[config.mk]
export PLATFORM = sky130hd
export DESIGN_NAME = decode_stage_ctrl_flat
export DESIGN_NICKNAME = d
export VERILOG_FILES = /design/src/rtl/decode_stage_ctrl_pkg.sv /design/src/rtl/decode_stage_ctrl_if.sv /design/src/rtl/decode_stage_ctrl_instr_field_decode.sv /design/src/rtl/decode_stage_ctrl.sv /design/src/flat_wrapper.sv
export SDC_FILE = /design/constraint.sdc
export NUM_CORES = 1
export LEC_CHECK = 0
export CORE_UTILIZATION = 44
export DETAILED_ROUTE_END_ITERATION = 7
export PLACE_DENSITY = 0.79
export SKIP_LAST_GASP = 1
export SLEW_MARGIN = 20
export SYNTH_ARGS = -nofsm -noshare
export SYNTH_HDL_FRONTEND = slang
export SYNTH_SLANG_ARGS = --single-unit
[constraint.sdc]
create_clock -name clk -period 3.3 [get_ports clk]
set_clock_uncertainty 0.05 [all_clocks]
set_input_delay 0.33 -clock clk [delete_from_list [all_inputs] [get_ports clk]]
set_output_delay 0.33 -clock clk [all_outputs]
set_load 0.005 [all_outputs]
[src/rtl/decode_stage_ctrl_pkg.sv]
// Shared opcode map, legal-opcode mask and per-opcode control table for the decode stage.
package decode_stage_ctrl_pkg;

  localparam int unsigned OpMapW = 4;

  typedef enum logic [OpMapW-1:0] {
    OpAdd   = 4'h0,
    OpAddi  = 4'h1,
    OpSubi  = 4'h2,
    OpLoad  = 4'h3,
    OpStore = 4'h4,
    OpLdih  = 4'h5,
    OpJump  = 4'h6,
    OpJmpr  = 4'h7,
    OpBz    = 4'h8,
    OpBnz   = 4'h9,
    OpBn    = 4'hA,
    OpBnn   = 4'hB,
    OpBc    = 4'hC,
    OpBnc   = 4'hD,
    OpHalt  = 4'hE
  } opcode_e;

  // Bit n set means opcode n is defined; 4'hF is reserved.
  localparam logic [2**OpMapW-1:0] OpLegalMask = 16'h7FFF;

  typedef enum logic [1:0] {
    ImmNone,
    ImmShort,
    ImmLong,
    ImmHigh
  } imm_kind_e;

  typedef struct packed {
    logic      rs_used;
    logic      rt_used;
    logic      rs_hi;    // rs taken from the rd field position
    logic      rt_hi;    // rt taken from the rd field position
    logic      alusrc;
    logic      regwrite;
    logic      memtoreg;
    logic      memwrite;
    logic      branch;
    logic      jump;
    logic      is_halt;
    imm_kind_e imm_kind;
  } op_ctrl_t;

  function automatic op_ctrl_t op_ctrl(logic [OpMapW-1:0] op);
    op_ctrl_t c;
    c = '0;
    case (op)
      OpAdd: begin
        c.rs_used  = 1'b1;
        c.rt_used  = 1'b1;
        c.regwrite = 1'b1;
      end
      OpAddi, OpSubi: begin
        c.rs_used  = 1'b1;
        c.rs_hi    = 1'b1;
        c.regwrite = 1'b1;
        c.alusrc   = 1'b1;
        c.imm_kind = ImmLong;
      end
      OpLoad: begin
        c.rs_used  = 1'b1;
        c.regwrite = 1'b1;
        c.memtoreg = 1'b1;
        c.alusrc   = 1'b1;
        c.imm_kind = ImmShort;
      end
      OpStore: begin
        c.rs_used  = 1'b1;
        c.rt_used  = 1'b1;
        c.rt_hi    = 1'b1;
        c.memwrite = 1'b1;
        c.alusrc   = 1'b1;
        c.imm_kind = ImmShort;
      end
      OpLdih: begin
        c.rs_used  = 1'b1;
        c.rs_hi    = 1'b1;
        c.regwrite = 1'b1;
        c.alusrc   = 1'b1;
        c.imm_kind = ImmHigh;
      end
      OpJump: begin
        c.jump     = 1'b1;
        c.alusrc   = 1'b1;
        c.imm_kind = ImmLong;
      end
      OpJmpr: begin
        c.rs_used  = 1'b1;
        c.rs_hi    = 1'b1;
        c.jump     = 1'b1;
        c.alusrc   = 1'b1;
        c.imm_kind = ImmLong;
      end
      OpBz, OpBnz, OpBn, OpBnn, OpBc, OpBnc: begin
        c.rs_used  = 1'b1;
        c.rs_hi    = 1'b1;
        c.branch   = 1'b1;
        c.alusrc   = 1'b1;
        c.imm_kind = ImmLong;
      end
      OpHalt: c.is_halt = 1'b1;
      default: ;
    endcase
    return c;
  endfunction

endpackage

[src/rtl/decode_stage_ctrl_if.sv]
// Fetch-side and execute-side signals of the decode stage, viewed from the stage (slave)
// or from the surrounding pipeline (master).
interface decode_stage_ctrl_if #(
  parameter int unsigned INSTR_W = 16,
  parameter int unsigned OP_W    = 4,
  parameter int unsigned REG_AW  = 4,
  parameter int unsigned DATA_W  = 16,
  parameter int unsigned PC_W    = 16
);
  logic               if_valid;
  logic               if_ready;
  logic [INSTR_W-1:0] if_instr;
  logic [PC_W-1:0]    if_pc;
  logic               flush;

  logic               id_valid;
  logic               id_ready;
  logic [PC_W-1:0]    id_pc;
  logic [OP_W-1:0]    id_op;
  logic [REG_AW-1:0]  id_rs;
  logic [REG_AW-1:0]  id_rt;
  logic [REG_AW-1:0]  id_rd;
  logic [DATA_W-1:0]  id_imm;
  logic               id_alusrc;
  logic               id_regwrite;
  logic               id_memtoreg;
  logic               id_memwrite;
  logic               id_branch;
  logic               id_jump;

  logic               halted;
  logic               illegal_op;

  modport master (
    output if_valid, if_instr, if_pc, flush, id_ready,
    input  if_ready, id_valid, id_pc, id_op, id_rs, id_rt, id_rd, id_imm,
    input  id_alusrc, id_regwrite, id_memtoreg, id_memwrite, id_branch, id_jump,
    input  halted, illegal_op
  );

  modport slave (
    input  if_valid, if_instr, if_pc, flush, id_ready,
    output if_ready, id_valid, id_pc, id_op, id_rs, id_rt, id_rd, id_imm,
    output id_alusrc, id_regwrite, id_memtoreg, id_memwrite, id_branch, id_jump,
    output halted, illegal_op
  );
endinterface

[src/rtl/decode_stage_ctrl_instr_field_decode.sv]
// Purely combinational instruction cracker: fields, extended immediate, strobes and use flags.
module decode_stage_ctrl_instr_field_decode
  import decode_stage_ctrl_pkg::*;
#(
  parameter int unsigned INSTR_W    = 16,
  parameter int unsigned OP_W       = 4,
  parameter int unsigned REG_AW     = 4,
  parameter int unsigned DATA_W     = 16,
  parameter int unsigned SIMM_W     = 4,
  parameter int unsigned LIMM_W     = 8,
  parameter bit          SIGNED_IMM = 1'b0
) (
  input  logic [INSTR_W-1:0] instr_i,
  output logic [OP_W-1:0]    op_o,
  output logic [REG_AW-1:0]  rs_o,
  output logic [REG_AW-1:0]  rt_o,
  output logic [REG_AW-1:0]  rd_o,
  output logic [DATA_W-1:0]  imm_o,
  output logic               rs_used_o,
  output logic               rt_used_o,
  output logic               alusrc_o,
  output logic               regwrite_o,
  output logic               memtoreg_o,
  output logic               memwrite_o,
  output logic               branch_o,
  output logic               jump_o,
  output logic               is_halt_o,
  output logic               is_illegal_o
);

  localparam int unsigned RdLsb = INSTR_W - OP_W - REG_AW;
  localparam int unsigned RsLsb = RdLsb - REG_AW;

  logic [OpMapW-1:0] op_map;
  logic [REG_AW-1:0] f_hi, f_mid, f_lo;
  logic [SIMM_W-1:0] simm;
  logic [LIMM_W-1:0] limm;
  op_ctrl_t          ctrl;

  always_comb begin
    op_o   = instr_i[INSTR_W-1 -: OP_W];
    op_map = OpMapW'(op_o);
    f_hi   = instr_i[RdLsb +: REG_AW];
    f_mid  = instr_i[RsLsb +: REG_AW];
    f_lo   = instr_i[REG_AW-1:0];
    simm   = instr_i[SIMM_W-1:0];
    limm   = instr_i[LIMM_W-1:0];
    ctrl   = op_ctrl(op_map);

    rd_o = f_hi;
    rs_o = ctrl.rs_hi ? f_hi : f_mid;
    rt_o = ctrl.rt_hi ? f_hi : f_lo;

    imm_o = '0;
    case (ctrl.imm_kind)
      ImmShort: imm_o = DATA_W'(simm);
      ImmLong: begin
        if (SIGNED_IMM) imm_o = {{(DATA_W-LIMM_W){limm[LIMM_W-1]}}, limm};
        else            imm_o = DATA_W'(limm);
      end
      ImmHigh: imm_o = DATA_W'({limm, {LIMM_W{1'b0}}});
      default: imm_o = '0;
    endcase

    rs_used_o    = ctrl.rs_used;
    rt_used_o    = ctrl.rt_used;
    alusrc_o     = ctrl.alusrc;
    regwrite_o   = ctrl.regwrite;
    memtoreg_o   = ctrl.memtoreg;
    memwrite_o   = ctrl.memwrite;
    branch_o     = ctrl.branch;
    jump_o       = ctrl.jump;
    is_halt_o    = ctrl.is_halt;
    is_illegal_o = ~OpLegalMask[op_map];
  end

endmodule

[src/rtl/decode_stage_ctrl.sv]
// Registered decode stage: valid/ready handshake, load-use stall, flush, sticky halt and
// illegal-opcode reporting around the combinational field decoder.
module decode_stage_ctrl
  import decode_stage_ctrl_pkg::*;
#(
  parameter int unsigned INSTR_W    = 16,
  parameter int unsigned OP_W       = 4,
  parameter int unsigned REG_AW     = 4,
  parameter int unsigned DATA_W     = 16,
  parameter int unsigned SIMM_W     = 4,
  parameter int unsigned LIMM_W     = 8,
  parameter int unsigned PC_W       = 16,
  parameter bit          SIGNED_IMM = 1'b0
) (
  input logic               clk,
  input logic               rst,
  decode_stage_ctrl_if.slave bus
);

  typedef struct packed {
    logic [PC_W-1:0]   pc;
    logic [OP_W-1:0]   op;
    logic [REG_AW-1:0] rs;
    logic [REG_AW-1:0] rt;
    logic [REG_AW-1:0] rd;
    logic [DATA_W-1:0] imm;
    logic              alusrc;
    logic              regwrite;
    logic              memtoreg;
    logic              memwrite;
    logic              branch;
    logic              jump;
  } bundle_t;

  bundle_t bundle_d, bundle_q;
  logic    id_valid_d, id_valid_q;
  logic    halted_d, halted_q;
  logic    illegal_op_d, illegal_op_q;

  logic [OP_W-1:0]   dec_op;
  logic [REG_AW-1:0] dec_rs, dec_rt, dec_rd;
  logic [DATA_W-1:0] dec_imm;
  logic dec_rs_used, dec_rt_used, dec_alusrc, dec_regwrite, dec_memtoreg, dec_memwrite;
  logic dec_branch, dec_jump, dec_is_halt, dec_is_illegal;
  logic adv, hazard, if_ready, accept;

  decode_stage_ctrl_instr_field_decode #(
    .INSTR_W   (INSTR_W),
    .OP_W      (OP_W),
    .REG_AW    (REG_AW),
    .DATA_W    (DATA_W),
    .SIMM_W    (SIMM_W),
    .LIMM_W    (LIMM_W),
    .SIGNED_IMM(SIGNED_IMM)
  ) u_instr_field_decode (
    .instr_i     (bus.if_instr),
    .op_o        (dec_op),
    .rs_o        (dec_rs),
    .rt_o        (dec_rt),
    .rd_o        (dec_rd),
    .imm_o       (dec_imm),
    .rs_used_o   (dec_rs_used),
    .rt_used_o   (dec_rt_used),
    .alusrc_o    (dec_alusrc),
    .regwrite_o  (dec_regwrite),
    .memtoreg_o  (dec_memtoreg),
    .memwrite_o  (dec_memwrite),
    .branch_o    (dec_branch),
    .jump_o      (dec_jump),
    .is_halt_o   (dec_is_halt),
    .is_illegal_o(dec_is_illegal)
  );

  // A load in the output register whose rd feeds the incoming instruction costs one bubble.
  always_comb begin
    adv    = ~id_valid_q | bus.id_ready;
    hazard = id_valid_q & bundle_q.memtoreg & bus.if_valid &
             ((dec_rs_used & (dec_rs == bundle_q.rd)) | (dec_rt_used & (dec_rt == bundle_q.rd)));
    if_ready = ~rst & ~halted_q & ~bus.flush & adv & ~hazard;
    accept   = bus.if_valid & if_ready;
  end

  always_comb begin
    bundle_d     = bundle_q;
    id_valid_d   = id_valid_q;
    halted_d     = halted_q;
    illegal_op_d = 1'b0;
    if (bus.flush) begin
      id_valid_d = 1'b0;
    end else if (accept) begin
      if (dec_is_illegal) begin
        illegal_op_d = 1'b1;
        id_valid_d   = 1'b0;
      end else if (dec_is_halt) begin
        halted_d   = 1'b1;
        id_valid_d = 1'b0;
      end else begin
        id_valid_d = 1'b1;
        bundle_d   = '{pc: bus.if_pc, op: dec_op, rs: dec_rs, rt: dec_rt, rd: dec_rd,
                       imm: dec_imm, alusrc: dec_alusrc, regwrite: dec_regwrite,
                       memtoreg: dec_memtoreg, memwrite: dec_memwrite,
                       branch: dec_branch, jump: dec_jump};
      end
    end else if (adv) begin
      id_valid_d = 1'b0;
    end
  end

  always_ff @(posedge clk) begin
    if (rst) begin
      bundle_q     <= '0;
      id_valid_q   <= 1'b0;
      halted_q     <= 1'b0;
      illegal_op_q <= 1'b0;
    end else begin
      bundle_q     <= bundle_d;
      id_valid_q   <= id_valid_d;
      halted_q     <= halted_d;
      illegal_op_q <= illegal_op_d;
    end
  end

  always_comb begin
    bus.if_ready    = if_ready;
    bus.id_valid    = id_valid_q;
    bus.id_pc       = bundle_q.pc;
    bus.id_op       = bundle_q.op;
    bus.id_rs       = bundle_q.rs;
    bus.id_rt       = bundle_q.rt;
    bus.id_rd       = bundle_q.rd;
    bus.id_imm      = bundle_q.imm;
    bus.id_alusrc   = bundle_q.alusrc;
    bus.id_regwrite = bundle_q.regwrite;
    bus.id_memtoreg = bundle_q.memtoreg;
    bus.id_memwrite = bundle_q.memwrite;
    bus.id_branch   = bundle_q.branch;
    bus.id_jump     = bundle_q.jump;
    bus.halted      = halted_q;
    bus.illegal_op  = illegal_op_q;
  end

endmodule

[src/flat_wrapper.sv]
// flat-port wrapper written by rule: the top's interface ports become plain ports
module decode_stage_ctrl_flat import decode_stage_ctrl_pkg::*;
#(
  parameter int unsigned INSTR_W    = 16,
  parameter int unsigned OP_W       = 4,
  parameter int unsigned REG_AW     = 4,
  parameter int unsigned DATA_W     = 16,
  parameter int unsigned SIMM_W     = 4,
  parameter int unsigned LIMM_W     = 8,
  parameter int unsigned PC_W       = 16,
  parameter bit          SIGNED_IMM = 1'b0
)
  (clk, rst, bus_if_valid, bus_if_instr, bus_if_pc, bus_flush, bus_id_ready, bus_if_ready, bus_id_valid, bus_id_pc, bus_id_op, bus_id_rs, bus_id_rt, bus_id_rd, bus_id_imm, bus_id_alusrc, bus_id_regwrite, bus_id_memtoreg, bus_id_memwrite, bus_id_branch, bus_id_jump, bus_halted, bus_illegal_op);
  decode_stage_ctrl_if #(.INSTR_W(INSTR_W), .OP_W(OP_W), .REG_AW(REG_AW), .DATA_W(DATA_W), .PC_W(PC_W)) bus_i ();
  input logic clk;
  input logic rst;
  input wire logic [$bits(bus_i.if_valid)-1:0] bus_if_valid;
  input wire logic [$bits(bus_i.if_instr)-1:0] bus_if_instr;
  input wire logic [$bits(bus_i.if_pc)-1:0] bus_if_pc;
  input wire logic [$bits(bus_i.flush)-1:0] bus_flush;
  input wire logic [$bits(bus_i.id_ready)-1:0] bus_id_ready;
  output wire logic [$bits(bus_i.if_ready)-1:0] bus_if_ready;
  output wire logic [$bits(bus_i.id_valid)-1:0] bus_id_valid;
  output wire logic [$bits(bus_i.id_pc)-1:0] bus_id_pc;
  output wire logic [$bits(bus_i.id_op)-1:0] bus_id_op;
  output wire logic [$bits(bus_i.id_rs)-1:0] bus_id_rs;
  output wire logic [$bits(bus_i.id_rt)-1:0] bus_id_rt;
  output wire logic [$bits(bus_i.id_rd)-1:0] bus_id_rd;
  output wire logic [$bits(bus_i.id_imm)-1:0] bus_id_imm;
  output wire logic [$bits(bus_i.id_alusrc)-1:0] bus_id_alusrc;
  output wire logic [$bits(bus_i.id_regwrite)-1:0] bus_id_regwrite;
  output wire logic [$bits(bus_i.id_memtoreg)-1:0] bus_id_memtoreg;
  output wire logic [$bits(bus_i.id_memwrite)-1:0] bus_id_memwrite;
  output wire logic [$bits(bus_i.id_branch)-1:0] bus_id_branch;
  output wire logic [$bits(bus_i.id_jump)-1:0] bus_id_jump;
  output wire logic [$bits(bus_i.halted)-1:0] bus_halted;
  output wire logic [$bits(bus_i.illegal_op)-1:0] bus_illegal_op;
  assign bus_i.if_valid = bus_if_valid;
  assign bus_i.if_instr = bus_if_instr;
  assign bus_i.if_pc = bus_if_pc;
  assign bus_i.flush = bus_flush;
  assign bus_i.id_ready = bus_id_ready;
  assign bus_if_ready = bus_i.if_ready;
  assign bus_id_valid = bus_i.id_valid;
  assign bus_id_pc = bus_i.id_pc;
  assign bus_id_op = bus_i.id_op;
  assign bus_id_rs = bus_i.id_rs;
  assign bus_id_rt = bus_i.id_rt;
  assign bus_id_rd = bus_i.id_rd;
  assign bus_id_imm = bus_i.id_imm;
  assign bus_id_alusrc = bus_i.id_alusrc;
  assign bus_id_regwrite = bus_i.id_regwrite;
  assign bus_id_memtoreg = bus_i.id_memtoreg;
  assign bus_id_memwrite = bus_i.id_memwrite;
  assign bus_id_branch = bus_i.id_branch;
  assign bus_id_jump = bus_i.id_jump;
  assign bus_halted = bus_i.halted;
  assign bus_illegal_op = bus_i.illegal_op;
  decode_stage_ctrl #(.INSTR_W(INSTR_W), .OP_W(OP_W), .REG_AW(REG_AW), .DATA_W(DATA_W), .SIMM_W(SIMM_W), .LIMM_W(LIMM_W), .PC_W(PC_W), .SIGNED_IMM(SIGNED_IMM)) u_core (.clk(clk), .rst(rst), .bus(bus_i));
endmodule
Yosys cells after proc, flatten, opt, wreduce, memory -nomap -nowiden
Memories as Yosys holds them, arrays and structs flattened.
Index checks and enable logic that the tools add are counted.
{"block": "word_totals", "regBits": 57, "rom_bits": 16, "in_bits": 37, "output_inout_bits": 58, "wordCells": 90, "memories": 1}
{"block": "op_classes", "n_lt_le_gt_ge": 1, "eq_ne": 19, "muxes": 20, "bitwise": 19, "n_reduce_logical": 15}
{"memory": "(no name shown)", "words": 16, "word_bits": 1, "read_ports": 1, "rd_ports_with_merged_regs": 0, "wr": 0, "line": "decode_stage_ctrl_instr_field_decode.sv:74", "source": "is_illegal_o = ~OpLegalMask[op_map];"}
{"operator": "$pmux W16 S3", "count": 1}
{"operator": "$eq A4 B4 Y1 const B", "count": 7}
{"operator": "$reduce_or A13 Y1", "count": 2}
{"operator": "$reduce_or A10 Y1", "count": 2}
{"operator": "$eq A4 B3 Y1 const B", "count": 4}
{"operator": "$mux W1", "count": 16}
{"operator": "$and A1 B1 Y1", "count": 10}
{"operator": "$eq A4 B2 Y1 const B", "count": 2}
{"operator": "$eq A4 B4 Y1", "count": 2}
{"operator": "$mux W4", "count": 2}
{"operator": "$reduce_and A4 Y1", "count": 2}
{"operator": "$reduce_or A2 Y1", "count": 4}
{"operator": "$not A1 Y1", "count": 7}
{"operator": "$pmux W2 S3", "count": 1}
{"operator": "$reduce_or A6 Y1", "count": 1}
{"operator": "$lt A4 B5 Y1 const B", "count": 1}
{"operator": "$reduce_or A5 Y1", "count": 1}
{"operator": "$eq A2 B2 Y1 const B", "count": 2}
{"operator": "$eq A4 B1 Y1 const B", "count": 1}
{"operator": "$logic_not A4 Y1", "count": 1}
{"operator": "$reduce_or A3 Y1", "count": 1}
{"operator": "$eq A2 B1 Y1 const B", "count": 1}
{"operator": "$or A1 B1 Y1", "count": 2}
{"operator": "$reduce_bool A2 Y1", "count": 1}

Logic depth before layout (Yosys ltp)
Gate-level depths: netlist of the first run.
{"block": "depth", "ltp_word": 13, "ltp_mapped": 11, "depth_no_buf": 7}

Cells and area by module
A second synthesis of the first run with hierarchy kept.
{"block": "hier_totals", "hier_cells": 334, "area_unflattened_um2": 2819.0}
{"mod": "decode_stage_ctrl", "n_inst": 1, "cells_each": 273, "area_per_inst_um2": 2359.8, "seq_area_each_um2": 1141.1}
{"mod": "decode_stage_ctrl_instr_field_decode", "n_inst": 1, "cells_each": 61, "area_per_inst_um2": 459.2, "seq_area_each_um2": 0.0}

Worst setup path after synthesis of the first run
No wires, ideal clock.
{"block": "synth_timing", "path_kind": "in2reg", "from": "in bus_if_instr[14]", "to": "reg u_core.bundle_q (netlist bit u_core.bus.id_imm[6])", "setup_time_ns": 0.060, "arrival_time_ns": 2.355, "required_time_ns": 3.190, "path_slack_ns": 0.836, "path_stages": 11, "path_buffers": 4, "cell_sequence": "buf_2 nand3_2 o211a_1 buf_4 mux2i_1 a2111oi_2 o31ai_2 buf_6 a21oi_4 buf_6 a22o_1"}
{"block": "synth_between", "elab_chain_len": 12, "word_cells_on_any_way": 45, "classes_between": "eq/ne (19); mux (10); bitwise (8); reduce/logical (7); memory (1)"}
{"item": "start: declaration", "line": "flat_wrapper.sv:18", "source": "input wire logic [$bits(bus_i.if_instr)-1:0] bus_if_instr;"}
{"item": "$eq A4 B4 Y1, or another cell as far along", "line": "decode_stage_ctrl_pkg.sv:52", "source": "case (op)"}
{"item": "$reduce_or A10 Y1 (no source line)"}
{"item": "$mux W1", "line": "decode_stage_ctrl_pkg.sv:52"}
{"item": "$mux W4", "line": "decode_stage_ctrl_instr_field_decode.sv:51", "source": "rs_o = ctrl.rs_hi ? f_hi : f_mid;"}
{"item": "$eq A4 B4 Y1", "line": "decode_stage_ctrl.sv:78", "source": "((dec_rs_used & (dec_rs == bundle_q.rd)) | (dec_rt_used & (dec_rt == bundle_q.rd)));"}
{"item": "$and A1 B1 Y1", "line": "decode_stage_ctrl.sv:78"}
{"item": "$or A1 B1 Y1", "line": "decode_stage_ctrl.sv:78"}
{"item": "$and A1 B1 Y1", "line": "decode_stage_ctrl.sv:77", "source": "hazard = id_valid_q & bundle_q.memtoreg & bus.if_valid &"}
{"item": "$not A1 Y1", "line": "decode_stage_ctrl.sv:79", "source": "if_ready = ~rst & ~halted_q & ~bus.flush & adv & ~hazard;"}
{"item": "$and A1 B1 Y1", "line": "decode_stage_ctrl.sv:79"}
{"item": "$and A1 B1 Y1", "line": "decode_stage_ctrl.sv:80", "source": "accept = bus.if_valid & if_ready;"}
{"item": "$reduce_and A4 Y1 (no source line)"}
{"item": "end signal: assignment", "line": "decode_stage_ctrl.sv:116", "source": "bundle_q <= bundle_d;"}
{"item": "end: declaration", "line": "decode_stage_ctrl.sv:35", "source": "bundle_t bundle_d, bundle_q;"}
Several ways; a longest one is shown, not always the timed one. The select of a mux whose other input is x is not followed.
A chain may end at the register's enable or synchronous reset.

Worst setup path after layout of the first run
{"block": "layout_timing", "from": "in bus_if_instr[12]", "to": "out bus_if_ready"}
{"block": "layout_between", "elab_chain_len": 10, "word_cells_on_any_way": 30, "classes_between": "eq/ne (14); mux (6); bitwise (6); reduce/logical (4)"}
{"item": "$eq A4 B4 Y1, or another cell as far along", "line": "decode_stage_ctrl_pkg.sv:52"}
{"item": "$reduce_or A10 Y1 (no source line)"}
{"item": "$mux W1", "line": "decode_stage_ctrl_pkg.sv:52"}
{"item": "$mux W4", "line": "decode_stage_ctrl_instr_field_decode.sv:51"}
{"item": "$eq A4 B4 Y1", "line": "decode_stage_ctrl.sv:78"}
{"item": "$and A1 B1 Y1", "line": "decode_stage_ctrl.sv:78"}
{"item": "$or A1 B1 Y1 (*)", "line": "decode_stage_ctrl.sv:78"}
{"item": "$and A1 B1 Y1 (*)", "line": "decode_stage_ctrl.sv:77"}
{"item": "$not A1 Y1 (*)", "line": "decode_stage_ctrl.sv:79"}
{"item": "$and A1 B1 Y1 (*)", "line": "decode_stage_ctrl.sv:79"}
{"item": "end: declaration", "line": "flat_wrapper.sv:22", "source": "output wire logic [$bits(bus_i.if_ready)-1:0] bus_if_ready;"}
Mark *: on every way between the ends. The rest lies on a longest branch, timed or not.

==> results of run 1 <==
==> registers in the layout, indices dropped and copies added (netlist names) <==
register                flops
u_core.bus.halted           1
u_core.bus.id_alusrc        1
u_core.bus.id_branch        1
u_core.bus.id_imm          16
u_core.bus.id_jump          1
u_core.bus.id_memtoreg      1
u_core.bus.id_memwrite      1
u_core.bus.id_op            4
u_core.bus.id_pc           16
u_core.bus.id_rd            4
u_core.bus.id_regwrite      1
u_core.bus.id_rs            4
u_core.bus.id_rt            4
u_core.bus.id_valid         1
u_core.bus.illegal_op       1
==> metal layers <==
metal  vias up  wire length [um]
met5         -                 0
met4         0                88
met3        10               545
met2        89              3470
met1      1215              3180
li1       1275                 -
==> layout make-up <==
type | instances | share of cell area [%]
multi-input combinational | 196 | 33.8
sequential | 57 | 29.3
timing repair buffer | 115 | 29.1
clock buffer | 11 | 3.38
tap | 72 | 2.32
clock inverter | 4 | 1.16
inverter | 10 | 0.965
==> through the flow <==
step / utilization [%] / std cells / power [mW] / cell area, um2
2_1_floorplan: - / 288 / 0.908 / 2590
3_3_place_gp: 66.1 / 450 / 1.08 / 3690
3_5_place_dp: 66.1 / 450 / 1.09 / 3690
4_1_cts: 69.3 / 465 / 1.69 / 3860
5_1_grt: 69.8 / 465 / 1.76 / 3890
6_report: 69.8 / 465 / 1.68 / 3890
==> Yosys cell counts, drive strengths merged (3+ instances only) <==
| cell | count |
|---|---|
| a311oi | 9 |
| a22o | 16 |
| nand2b | 3 |
| a21oi | 40 |
| nand2 | 12 |
| clkbuf | 12 |
| dfxtp | 57 |
| a221oi | 4 |
| nor2b | 3 |
| o21ai | 30 |
| xor2 | 6 |
| nor2 | 6 |
| mux2i | 5 |
| nor3 | 9 |
| buf | 13 |
| nand3 | 23 |
| inv | 10 |
==> cell families after synthesis <==
group                  Yosys count  synth area share [%]
AO/OA/AOI/OAI                  115                  30.0
flip-flops                      57                  44.1
multiplexers                     5                  1.93
AND/OR/NAND/NOR                 68                  14.9
buffers and inverters           35                  6.33
XOR/XNOR                         8                  2.71
==> final timing paths <==
check,startpoint,cells after the start,to,slack [ps]
worst max-delay path,bus_if_instr[12],10,bus_if_ready,240
worst min-delay path,u_core.bus.id_jump$_SDFFE_PP0P_,1,u_core.bus.id_jump$_SDFFE_PP0P_,420
worst min register to register,u_core.bus.id_jump$_SDFFE_PP0P_,1,u_core.bus.id_jump$_SDFFE_PP0P_,420
worst max register to register,u_core.bus.id_rd[0]$_SDFFE_PP0P_,9,u_core.bus.id_imm[14]$_SDFFE_PP0P_,810
==> report_power, final <==
| part | internal, mW | switching [mW] | total, mW |
|---|---|---|---|
| logic | 0.179 | 0.146 | 0.324 |
| clock network | 0.341 | 0.264 | 0.605 |
| registers | 0.727 | 0.0250 | 0.752 |
==> impl.org, run 1 <==
** CTS
- Cell at the root of the clock tree :: sky130_fd_sc_hd__clkbuf_8
- The number of gates resized after CTS was 0.
- Post-CTS setup-driven buffer insertion count :: 0
- Clock edge transition at the registers on the reported setup and hold paths :: around 60 ps
- TritonCTS clock tree :: built
- In this run, post-CTS hold repair placed 0 buffers.
- Number of buffers on the longest clock path :: 2
- Number of clock sinks seen by CTS :: 57
- For the worst-skew pair, the clock arrives at the later sink with an insertion delay of around 340 ps.
- The H-tree generated during clock tree synthesis spans 3 levels.
- The number of clock buffers added by TritonCTS is 9.

** Drt
- The final route contains about 2600 vias.
- After detailed routing, the number of vias per cell comes to 5.57.
- The detailed router finished its first iteration with 129 violations.
- Routed len/inst :: about 16 um
- Wire length after detailed routing :: around 7300 um
- Once detail routing completed, the nets flagged for antenna violations numbered 0.
- After detailed routing, the number of remaining DRC violations is 0.
- Pre-antenna DRT Iters :: 4

** Timing
- Worst-case hold slack :: roughly 420 ps
- Setup repair after global routing left no endpoint under its margin.
- The worst pin sits at a relative slew slack of between 60% and 70%.
- For the finished layout, the period the worst path requires is around 3100 ps.
- Final slew viol count :: 0
- Based on the critical path, the design can be clocked at up to 326 MHz.
- Portion of the clock cycle consumed by the worst path in the final layout :: between 90% and 100%
- Final Worst Setup Slack :: around 240 ps
- For the final routed database, the setup TNS stands at 0 ps.
- The count of endpoints failing hold in the final timing report came to 0.
- Final setup violation count :: 0
- For the pin with the worst max-slew slack, the measured transition is around 460 ps.

** Placement
- OpenSTA, run right after detailed placement, puts the worst setup slack at about 52 ps.
- The HPWL after detailed placement is about 5300 um.
- At the end of routability-driven placement, the weighted congestion stood at ~0.89.
- In this run the tool buffered the top-level ports with 94 buffer cells.

** Layout
- The repair_antennas step left the layout with diodes totalling 0.
- For this run, the post-layout net count is between 400 and 500.
- Leading cell type in the layout, fill and taps excluded :: sky130_fd_sc_hd__clkdlybuf4s50_1
- In the final layout, the share of cells above drive strength 1 is approximately an eighth.
- FF+latch area :: ~1100 um2
- From synthesis to final layout, the design area changed by 50.2%.
- Commonest cells after routing, fill and taps aside :: 91 x sky130_fd_sc_hd__clkdlybuf4s50_1, 57 x sky130_fd_sc_hd__dfxtp_1, 38 x sky130_fd_sc_hd__a21oi_1, 29 x sky130_fd_sc_hd__o21ai_0, 22 x sky130_fd_sc_hd__nand3_1
- Number of filler instances in the final layout :: 462
- Summing all multi-input logic gate instances after layout gives roughly 1300 um2.

** Global routing
- Entering global routing, the biggest net connects 45 pins.
- GRT overflow :: 0
- Global-route usage over all layers :: about a quarter
- Vias in the first global route :: 2465
- First-pass GRT wire length :: 12100 um
- For met3 alone, demand over resource in global routing was a little under 9%.
- The initial antenna violation count was 0.
- Met1 GRT Util :: 31.0%
- In this run the most used layer during global routing was met2.
- Met2 routing resource usage after global routing :: between 40% and 50%

** Synth
- Area share of the leading cell type in the synthesized netlist :: between 40% and 50%
- Syn Area/Cell :: roughly 9 um2
- Number of standard cells after synthesis :: around 290
- Yosys top cell by area :: sky130_fd_sc_hd__dfxtp_1
- Among all flip-flop cells after synthesis, the most frequent one is sky130_fd_sc_hd__dfxtp_1.
- Synthesis produced a netlist with a net count of roughly 330.
- Synthesized area :: 2590 um2
- In this run, synthesis inferred 0 flip-flops with an integrated enable.
- For this run, asynchronously set or reset flops after synthesis account for 0%.
- In the post-synthesis netlist, the biggest area contributors are sky130_fd_sc_hd__dfxtp_1 44%, sky130_fd_sc_hd__a21oi_1 7.3%, sky130_fd_sc_hd__o21ai_0 5.8%.
- In this run, synthesis produced a sequential element count of 57.
- Counting distinct cell types in the post-synthesis netlist gives 51.
- Share of the yosys chip area belonging to registers :: between 40 and 50%
- Number of warnings issued by yosys :: 0

** Job
- Across the run, the number of max-cap violations was 0.

** Setup path
- The critical path contains buffers and inverters numbering 3 combined.
- Critical path arrival :: between 2000 and 3000 ps
- The worst setup path is of the in -> out kind.
- Along the worst path, the maximum fanout reaches 11.
- The most numerous cell type found on the critical path is sky130_fd_sc_hd__clkdlybuf4s50_1.
- Nature of the critical path endpoint :: output pin
- The critical path goes through clkdlybuf4s50_1, buf_4, or4b_4, a21oi_4, a221oi_2, nor3b_2, o21ai_1, nand2_1, a21boi_0, clkdlybuf4s50_1.
- Kind of cell adding the most delay to the critical path :: buffers and inverters
- At the worst endpoint, the required time is between 2000 and 3000 ps.
- Cell at the slowest stage of the critical path :: sky130_fd_sc_hd__or4b_4
- STA classifies the critical path startpoint as an input port.
- Critical path's largest stage delay :: ~560 ps

** Hold path
- In this run the worst hold path is classified as reg -> reg.

** Floorplan
- Initial Utilization :: between 40 and 50%
- After floorplanning, the core was divided into 27 placement rows.
- During I/O placement, the number of pins put on the boundary was between 90 and 100.
- The total area inside the core boundary comes to ~5600 um2.
- The floorplan step defined a die boundary enclosing slightly above 6000 um2.
- The die is 78.7 um wide.
- Die H :: between 70 and 80 um

** Power
- Worst IR drop on VDD :: roughly 0.37 mV
- Leakage power figure :: between 1 and 1.5 nW
- Pwr dens :: 432 nW/um2

** Status
- Outcome :: finished clean
Note: power is estimated with default switching activity, not from simulation.
==> run 2: changes to the inputs <==
--- a/config.mk
+++ b/config.mk
@@ -8,6 +8,7 @@
 export CORE_UTILIZATION = 44
 export DETAILED_ROUTE_END_ITERATION = 7
 export PLACE_DENSITY = 0.79
+export RECOVER_POWER = 25
 export SKIP_LAST_GASP = 1
 export SLEW_MARGIN = 20
 export SYNTH_ARGS = -nofsm -noshare
==> run 2 against run 1 <==
Compared with the run above: count of clock-buffer cells in the layout did not move; flip-flop and latch count stayed put; non-clock buffer count stayed put; via count up 0.42%; setup slack gained 1.9 ps; register-to-register slack about the same.
==> impl.org, run 2 (same netlist as run 1, synthesis figures left out) <==
** Power
- Switching fraction of total power :: 26.0% (+0.16 points)
- The peak ir drop on the vdd network came to 0.373 mV (+0.12%).
- Overall power consumption :: 1.68 mW (-0.33%)
- The power share of the combinational group came to 19.0% (-0.3 points).
- Register share of total power :: 44.8% (about the same)
- The static power due to leakage came to 1.54 nW (+5.5%).
- Pwr dens :: 431 nW/um2 (-0.33%)
- The switching power total is 436 uW (+0.26%).
- Part of the power in the clock network :: 36.2% (+0.2 points)
- Int Pwr :: 1.24 mW (-0.54%)

** CTS
- Clock edge transition at the registers on the reported setup and hold paths :: 60 ps (about the same)
- The number of setup buffers added after CTS was 0 (unchanged).
- Number of clock sinks seen by CTS :: 57 (unchanged)
- The cts-stage hold buffer count is 0 (unchanged).
- The number of gates given a new drive strength after cts is 0 (unchanged).
- TritonCTS clock tree :: built
- Clock insertion delay at the later pin of the skew report :: 340 ps (about the same)
- Cell at the root of the clock tree :: sky130_fd_sc_hd__clkbuf_8
- TritonCTS buffer count :: 9 (unchanged)
- The maximum buffer depth of the clock tree was 2 (unchanged).
- The number of H-tree branching levels is 3 (unchanged).

** Setup path
- Worst setup path category :: in -> out
- Most Frequent Cell on Critical Path :: sky130_fd_sc_hd__clkdlybuf4s50_1
- For this design, the slowest cell found on the critical path is sky130_fd_sc_hd__or4b_4.
- Worst path required time :: 2920 ps (about the same)
- The largest fanout on the critical path came to 11 (unchanged).
- CP Buf/Inv Count :: 3 (unchanged)
- Category of the worst setup path launch point :: input port
- STA classifies the critical path endpoint as an output pin.
- The largest stage delay on the critical path was 560 ps (about the same).
- Cells traversed along the worst timing path :: clkdlybuf4s50_1, buf_4, or4b_4, a21oi_4, a221oi_2, nor3b_2, o21ai_1, nand2_1, a21boi_0, clkdlybuf4s50_1
- The kind of cell with the highest combined delay along the critical path is buffers and inverters.
- Critical path arrival :: 2680 ps (about the same)

** Job
- Max Cap Viol :: 0 (unchanged)

** Drt
- Wire length after detailed routing :: 7310 um (+0.34%)
- The number of violations reported at the end of detailed-routing iteration 0 is 105 (-19%).
- Total vias in the final route :: 2600 (+0.42%)
- Count of unresolved DRC violations after routing :: 0 (unchanged)
- Average vias per placed instance :: 5.59 (+0.42%)
- The number of routed nets with antenna violations is 0 (unchanged).
- The number of detailed-routing iterations run before antenna repair came to 4 (unchanged).
- Routed len/inst :: 15.7 um (+0.34%)

** Global routing
- GRT overflow :: 0 (unchanged)
- The total routing usage reported by global routing is 25.3% (unchanged).
- The initial antenna violation count was 0 (unchanged).
- First-pass GRT wire length :: 12100 um (unchanged)
- Largest net degree at the start of global routing :: 45 (unchanged)
- Vias in the first global route :: 2465 (unchanged)

** Floorplan
- Core region area :: 5570 um2 (unchanged)
- The height of the die was 78.7 um (unchanged).
- The count of boundary I/O pins is 95 (unchanged).
- The horizontal die dimension was 78.7 um (unchanged).
- The die footprint came to 6200 um2 (unchanged).
- Initial Utilization :: 46.5% (unchanged)
- The total number of placement rows is 27 (unchanged).

** Layout
- The share of post-route cells with drive strength above 1 was 12.5% (unchanged).
- Leading cell type in the layout, fill and taps excluded :: sky130_fd_sc_hd__clkdlybuf4s50_1
- The diode insertion count for antenna repair is 0 (unchanged).
- The total number of nets in the final design is 426 (unchanged).
- The number of fillers in the final layout came to 462 (unchanged).
- Commonest cells after routing, fill and taps aside :: 64 x sky130_fd_sc_hd__clkdlybuf4s50_1, 57 x sky130_fd_sc_hd__dfxtp_1, 38 x sky130_fd_sc_hd__a21oi_1, 29 x sky130_fd_sc_hd__o21ai_0, 27 x sky130_fd_sc_hd__dlygate4sd3_1
- Layout Cells excl Fill :: 465 (unchanged)
- The area added between synthesis and finish came to 50.2% (unchanged).

** Hold path
- Classification of the worst-slack hold path :: reg -> reg

** Status
- Outcome :: finished clean

** Placement
- The HPWL reported at the end of detailed placement came to 5270 um (unchanged).
- IO buf count :: 94 (unchanged)
- The weighted congestion reported at the end of routability-driven placement is 0.891 (unchanged).
- Instance count after placement with tap cells included :: 450 (unchanged)

** Timing
- Worst max-slew margin expressed relative to the limit :: 69.3% (about the same)
- Final slew viol count :: 0 (unchanged)
- The fmax is 327 MHz (about the same).
- Portion of the clock cycle consumed by the worst path in the final layout :: 92.8% (about the same)
- Final Hold Vio Count :: 0 (unchanged)
- Worst Max-Slew Pin Slew :: 460 ps (-0.156 ps)
- The total negative slack for setup checks came to 0 ps (unchanged).
- Final setup violation count :: 0 (unchanged)
- Setup repair after global routing missed its margin :: no
- The final period demand of the worst path was 3060 ps (-1.95 ps).
[run 2: cell types whose count changed in the layout (fill, tap and decap cells not counted), sizes merged]
cell           delta
dlygate4sd3      +27
clkdlybuf4s50    -27
[run 2: routing by layer]
| layer | part of all wire [%] | global-route usage, % | wire length (um) |
|---|---|---|---|
| met2 | 48 | 40.7 | 3520 |
| met3 | 7.1 | 8.85 | 519 |
| met5 | 0 | 0 | 0 |
| met1 | 43 | 31.0 | 3150 |
| met4 | 1.7 | 9.63 | 123 |
[run 2: stage by stage]
stage,hold WS [ps],worst slack [ps],area [um2],util [%]
2_1_floorplan,381,836,2590,-
3_3_place_gp,405,114,3690,66.1
3_5_place_dp,410,51.8,3690,66.1
4_1_cts,424,54.8,3860,69.3
5_1_grt,433,70.5,3890,69.8
6_report,414,238,3890,69.8
[run 2: final cells by class]
cell class | count | area, um2 | area share [%]
multi-input cells | 196 | 1310 | 33.8
clock buffers | 11 | 131 | 3.38
inverters | 10 | 37.5 | 0.965
repair buffers | 115 | 1130 | 29.1
clock inverters | 4 | 45.0 | 1.16
flip-flops and latches | 57 | 1140 | 29.3
well taps | 72 | 90.1 | 2.32
[run 2: power groups by stage]
| stage | logic, mW | clock network, mW | registers (mW) |
|---|---|---|---|
| finish | 0.318 | 0.607 | 0.751 |
| global route | 0.346 | 0.648 | 0.756 |
| floorplan | 0.142 | 0 | 0.766 |
| global placement | 0.316 | 0 | 0.765 |
| CTS | 0.323 | 0.619 | 0.751 |
| detailed placement | 0.322 | 0 | 0.766 |
[run 2: final timing paths]
path	from	cells past startpoint	end	slack, ps
min reg2reg	u_core.bus.id_jump$_SDFFE_PP0P_	1	u_core.bus.id_jump$_SDFFE_PP0P_	410
max reg2reg	u_core.bus.id_rd[0]$_SDFFE_PP0P_	9	u_core.bus.id_imm[14]$_SDFFE_PP0P_	810
max	bus_if_instr[12]	10	bus_if_ready	240
min	u_core.bus.id_jump$_SDFFE_PP0P_	1	u_core.bus.id_jump$_SDFFE_PP0P_	410
[run 2: worst reg2reg max path, cell delays in order (launching register included)]
cell and delay (ps):
sky130_fd_sc_hd__dfxtp_1 510, sky130_fd_sc_hd__inv_1 70, sky130_fd_sc_hd__a221oi_1 270, sky130_fd_sc_hd__mux2i_1 150, sky130_fd_sc_hd__a2111oi_2 350, sky130_fd_sc_hd__buf_4 190
sky130_fd_sc_hd__o31ai_4 80, sky130_fd_sc_hd__buf_12 160, sky130_fd_sc_hd__and4_1 320, sky130_fd_sc_hd__a22o_1 220
==> edit 1, RTL diff (flow settings as in run 1) <==
`DATA_W` is set to 16 in 4 places; all go to 20.
--- a/src/rtl/decode_stage_ctrl_if.sv
+++ b/src/rtl/decode_stage_ctrl_if.sv
@@ -4,7 +4,7 @@
   parameter int unsigned INSTR_W = 16,
   parameter int unsigned OP_W    = 4,
   parameter int unsigned REG_AW  = 4,
-  parameter int unsigned DATA_W  = 16,
+  parameter int unsigned DATA_W  = 20,
   parameter int unsigned PC_W    = 16
 );
   logic               if_valid;
--- a/src/rtl/decode_stage_ctrl_instr_field_decode.sv
+++ b/src/rtl/decode_stage_ctrl_instr_field_decode.sv
@@ -5,7 +5,7 @@
   parameter int unsigned INSTR_W    = 16,
   parameter int unsigned OP_W       = 4,
   parameter int unsigned REG_AW     = 4,
-  parameter int unsigned DATA_W     = 16,
+  parameter int unsigned DATA_W     = 20,
   parameter int unsigned SIMM_W     = 4,
   parameter int unsigned LIMM_W     = 8,
   parameter bit          SIGNED_IMM = 1'b0
--- a/src/rtl/decode_stage_ctrl.sv
+++ b/src/rtl/decode_stage_ctrl.sv
@@ -6,7 +6,7 @@
   parameter int unsigned INSTR_W    = 16,
   parameter int unsigned OP_W       = 4,
   parameter int unsigned REG_AW     = 4,
-  parameter int unsigned DATA_W     = 16,
+  parameter int unsigned DATA_W     = 20,
   parameter int unsigned SIMM_W     = 4,
   parameter int unsigned LIMM_W     = 8,
   parameter int unsigned PC_W       = 16,
--- a/src/flat_wrapper.sv
+++ b/src/flat_wrapper.sv
@@ -4,7 +4,7 @@
   parameter int unsigned INSTR_W    = 16,
   parameter int unsigned OP_W       = 4,
   parameter int unsigned REG_AW     = 4,
-  parameter int unsigned DATA_W     = 16,
+  parameter int unsigned DATA_W     = 20,
   parameter int unsigned SIMM_W     = 4,
   parameter int unsigned LIMM_W     = 8,
   parameter int unsigned PC_W       = 16,
Interface: changed (resized bus_id_imm); port bits go from 95 to 99. The function was not compared with the original's and may differ.
==> edit 1 against run 1 <==
Sequential power down 4.3%; hold slack worse by 0.0055 ns; via count up 4.2%; area after synthesis up 7.4%; sequential cell count unchanged; clock power up 7.4%; synthesized cell count up 8.7%; combinational power down 11%; setup slack worse by 0.091 ns; final area up 8.5%; routed wire length up 5.9%; total power down 1.4%.
==> edit 1: results <==
metrics = {
    "run_status": {
        "status": "finished, final reports clean",
    },
    "hold_path": {
        "holdPathEnd": "u_core.bus.id_rd[0]",
        "hold_depth": 3,
        "min_path_type": "in2reg",
        "hold_start": "bus_if_instr[8]",
    },
    "layout": {
        "fin_nets": 459,
        "fillCellCount": 487,
        "final_area_um2": 4220,
        "diodes": 0,
        "final_layout_size_suffix_gt1_share_pct": 17.4,
    },
    "drt": {
        "final_antenna_net_count": 0,
        "vias": 2699,
        "drt-total-wl_um": 7720,
        "vias_per_cell": 5.39,
        "drt-initial-drc-count": 196,
        "firstDrtPassIters": 4,
    },
    "yosys": {
        "netlist-cell-type-count": 50,
        "async_reset_ff_share_pct": 0,
        "ys_seq_area_share_pct": 41.0,
        "synth_warnings": 0,
        "synthTopCellsByArea": "dfxtp_1, mux2i_1, nor2_1",
        "ys_top_cells_by_count": "dfxtp_1, nor2_1, mux2i_1",
        "syn_area_per_cell_um2": 8.89,
        "yosysTopAreaCell": "dfxtp_1",
    },
    "power_and_ir_drop": {
        "clk-power_mw": 0.650,
        "ir_drop_mv": 0.352,
        "pg_comb_mw": 0.287,
        "power.switching_mw": 0.406,
        "p_leak_nw": 1.78,
        "pwr-share-comb_pct": 17.3,
    },
    "placed_design": {
        "place_inst": 483,
        "hpwl_um": 5380,
        "place_ws_ns": -0.0919,
        "place.gp.congestion": 0.869,
        "dpl_cell_area_um2": 3930,
        "numPortBuffers": 94,
    },
    "global_routing": {
        "track_usage_pct": 23.6,
        "grt_pass1_vias": 2450,
        "grt_max_degree": 40,
        "antenna_found_initial": 0,
        "grt_pass1_wl_um": 11600,
    },
    "clock_network": {
        "cts.clk_slew.worst_paths_ns": 0.06,
        "post_cts_buffers": 1,
        "numCtsBuffers": 9,
        "cts_resized": 3,
        "cts_root_buf": "clkbuf_8",
        "h-tree-depth": 3,
        "clk_path_buf_depth": 2,
        "clk_latency_ns": 0.34,
    },
    "critical_path": {
        "critical_path_arrival_ns": 2.78,
        "cp_max_fo": 6,
        "rrSetupSlack_ns": 0.99,
        "reg2reg_depth": 11,
        "r2r-end": "u_core.bus.id_pc[6]",
        "crit_start": "bus_if_instr[5]",
        "rr_startpoint": "u_core.bus.id_rd[1]",
    },
    "sta": {
        "worst_pin_slew_ns": 0.620,
        "fin_hold_ws_ns": 0.416,
    },
}
## edit 1: changes by cell type after synthesis, sizes merged, moves of 16 or more
cell	before	now
mux2i	5	30
a22o	16	0
a21oi	40	9
o21ai	30	4
nand3	23	2
nor2	6	50
## edit 1: area by class of cell
type	instances	area, um2	area share, %
multi-input cells	225	1510	35.8
flip-flops and latches	57	1140	27.0
well taps	75	93.8	2.22
inverters	6	22.5	0.534
clock inverters	3	40.0	0.949
repair buffers	123	1260	29.8
clock buffers	12	155	3.68
## edit 1: cell families (layout without fill, tap and decap cells)
group	Yosys count	in the layout	share of synthesized area, %
DFF	57	57	41.0
buffers and inverters	34	144	6.16
xor gates and xnor gates	5	5	1.57
other	1	4	0.135
and+or+nand+nor	121	121	21.5
muxes	34	34	12.4
AOI/OAI and AO/OA	61	61	17.2
## edit 1: critical path, cell delays in order
cell and delay [ns]:
clkdlybuf4s50_1 0.54, mux2_2 0.32, o22a_1 0.19, mux2i_1 0.14, a221o_1 0.17, xnor2_1 0.14
a41oi_2 0.14, nand4b_1 0.19, and3_1 0.17, clkdlybuf4s50_1 0.44
## edit 1: worst max path at each step
stage,slack [ns],depth (start not counted),to
3_5_place_dp,-0.09,10,bus_if_ready
6_report,0.14,10,bus_if_ready
3_3_place_gp,-0.08,10,bus_if_ready
4_1_cts,0.001,11,bus_if_ready
5_1_grt,0.01,10,bus_if_ready
2_1_floorplan,0.75,12,u_core.bus.id_imm[11]
## edit 1: metal layers
metal / part of all wire (%) / track usage (%) / vias to the layer above
met1: 42 / 27.2 / 1252
met4: 3.1 / 12.7 / 0
met2: 46 / 38.2 / 115
met5: 0 / 0 / -
li1: - / - / 1314
met3: 9.3 / 8.11 / 18
==> edit 2, RTL diff (config.mk and constraints of run 1) <==
Without the edit above. Remove the case item `ImmLong` of the case on `ctrl.imm_kind`.
--- a/src/rtl/decode_stage_ctrl_instr_field_decode.sv
+++ b/src/rtl/decode_stage_ctrl_instr_field_decode.sv
@@ -54,10 +54,6 @@
     imm_o = '0;
     case (ctrl.imm_kind)
       ImmShort: imm_o = DATA_W'(simm);
-      ImmLong: begin
-        if (SIGNED_IMM) imm_o = {{(DATA_W-LIMM_W){limm[LIMM_W-1]}}, limm};
-        else            imm_o = DATA_W'(limm);
-      end
       ImmHigh: imm_o = DATA_W'({limm, {LIMM_W{1'b0}}});
       default: imm_o = '0;
     endcase
Behaviour: not the same (Yosys sat finds a counterexample within 4 cycles, from zero or initial values and one cycle with rst high).
==> edit 2 against run 1 <==
Area after synthesis grew 2.8%; utilization barely moved; total power is 8.4% lower; final cell count is 3.0% higher; final area is 1.9% higher; sequential power fell by 8.5%; sequential cell count down 4; setup slack got worse by 0.15 ns; routed wire length rose by 4.4%; combinational power increased by 5%.
==> edit 2: results <==
metrics = {
    "run_status": {
        "status": "finished, final reports clean",
    },
    "layout": {
        "fillCellCount": 457,
        "fin_nets": 443,
        "diodes": 0,
        "final_layout_size_suffix_gt1_share_pct": 17.2,
        "largest_register_ffs": 16,
    },
    "global_routing": {
        "grt_pass1_vias": 2578,
        "use_met2_pct": 40.8,
        "antenna_found_initial": 0,
        "track_usage_pct": 24.7,
        "met3_usage_pct": 4.91,
        "use_met1_pct": 32.1,
        "grt_pass1_wl_um": 12300,
        "grt_max_degree": 38,
    },
    "clock_network": {
        "clk_path_buf_depth": 2,
        "h-tree-depth": 2,
        "cts.clk_slew.worst_paths_ns": 0.09,
        "clk_latency_ns": 0.31,
        "numCtsBuffers": 5,
        "cts_root_buf": "clkbuf_8",
    },
    "placed_design": {
        "place.gp.congestion": 0.880,
        "hpwl_um": 5270,
        "numPortBuffers": 90,
        "place_ws_ns": -0.153,
        "dpl_cell_area_um2": 3730,
    },
    "power_and_ir_drop": {
        "internal_power_mw": 1.16,
        "ir_drop_mv": 0.245,
        "p_leak_nw": 1.47,
    },
    "yosys": {
        "ys_top_cells_by_count": "dfxtp_1, a21oi_1, nand2_1",
        "async_reset_ff_share_pct": 0,
        "netlist-cell-type-count": 44,
        "synth_warnings": 0,
        "synthTopCellsByArea": "dfxtp_1, mux2i_1, a21oi_1",
        "ys_seq_area_share_pct": 39.9,
    },
    "critical_path": {
        "crit_end": "bus_if_ready",
        "reg2reg_depth": 8,
        "critical_path_arrival_ns": 2.84,
        "r2r-end": "u_core.bus.id_imm[3]",
        "cp_top_family": "simple AND/OR/NAND/NOR gates",
        "cp_max_fo": 5,
        "rrSetupSlack_ns": 1.27,
        "rr_startpoint": "u_core.bus.id_valid",
        "crit_start": "bus_if_instr[6]",
        "cpMaxStageDelayCell": "clkdlybuf4s50_1",
        "cpPeakStageDelay_ns": 0.61,
    },
    "drt": {
        "vias_per_cell": 5.50,
        "drt-total-wl_um": 7610,
        "firstDrtPassIters": 4,
        "drt-initial-drc-count": 112,
    },
    "hold_path": {
        "min_path_type": "in2reg",
    },
    "sta": {
        "worst_pin_slew_ns": 0.529,
    },
}
-- edit 2: cell types whose count changed after synthesis, sizes merged, moves of 4 or more --
cell,before,now
a211oi,2,8
dfxtp,57,53
a22o,16,0
nor2b,3,8
mux2i,5,20
buf,13,18
nor3,9,3
a311oi,9,1
nand3,23,30
nand2,12,32
and3b,0,4
inv,10,3
a21oi,40,32
-- edit 2: stage by stage --
stage / utilization [%] / hold slack, ns / std cells
after floorplan: - / 0.400 / 304
after global placement: 65.7 / 0.397 / 464
after detailed placement: 65.7 / 0.401 / 464
after CTS: 69.2 / 0.417 / 478
after global routing: 69.8 / 0.385 / 479
final: 69.8 / 0.362 / 479
-- edit 2: final cells by class --
class                      instances  area share [%]
clock buffer                       5            1.74
multi-input combinational        218            36.9
inverter                           4           0.379
clock inverter                     3            1.64
sequential                        53            26.8
timing repair buffer             124            30.2
tap                               72            2.27
-- edit 2: power groups by stage --
| stage | combinational [mW] | sequential, mW | clock (mW) |
|---|---|---|---|
| 2_1_floorplan | 0.159 | 0.703 | 0 |
| 3_3_place_gp | 0.318 | 0.702 | 0 |
| 3_5_place_dp | 0.322 | 0.703 | 0 |
| 4_1_cts | 0.336 | 0.688 | 0.522 |
| 5_1_grt | 0.368 | 0.692 | 0.551 |
| 6_report | 0.341 | 0.688 | 0.511 |
-- edit 2: worst min path at each step --
stage / startpoint / endpoint / slack (ns) / cells past startpoint
3_3_place_gp: u_core.bus.id_imm[10] / u_core.bus.id_imm[10] / 0.40 / 2
6_report: bus_if_instr[5] / u_core.bus.id_imm[13] / 0.36 / 3
4_1_cts: u_core.bus.id_op[3] / u_core.bus.id_op[3] / 0.42 / 2
2_1_floorplan: u_core.bus.id_branch / u_core.bus.id_branch / 0.40 / 2
3_5_place_dp: u_core.bus.id_op[3] / u_core.bus.id_op[3] / 0.40 / 2
5_1_grt: bus_if_instr[5] / u_core.bus.id_imm[13] / 0.38 / 3
-- edit 2: metal layers --
metal | share of wire [%] | routed length [um] | vias up
li1 | - | - | 1269
met1 | 45 | 3450 | 1248
met2 | 47 | 3550 | 108
met3 | 6.6 | 505 | 10
met4 | 1.4 | 108 | 0
met5 | 0 | 0 | -
-- edit 2: tightest hold or removal path: stages --
cell and delay (ns):
dlymetal6s2s_1 0.20, nand2_1 0.09, mux2i_1 0.06
-- edit 2: cells by family after synthesis --
family          after synthesis  share of synthesized area [%]
xor+xnor                      6                           1.97
flops                        53                           39.9
compound gates               83                           21.2
buf+inv                      33                           7.24
other cells                   1                          0.141
mux                          22                           8.51
simple gates                103                           21.1
-- edit 2: what timing repair did --
| item | CTS | global route |
|---|---|---|
| pin swaps | 4 | 3 |
| buffers inserted | 5 | 1 |
| cloned | 1 | 0 |
| gates resized for setup | 10 | 6 |
| setup endpoints to repair | 1 | 1 |
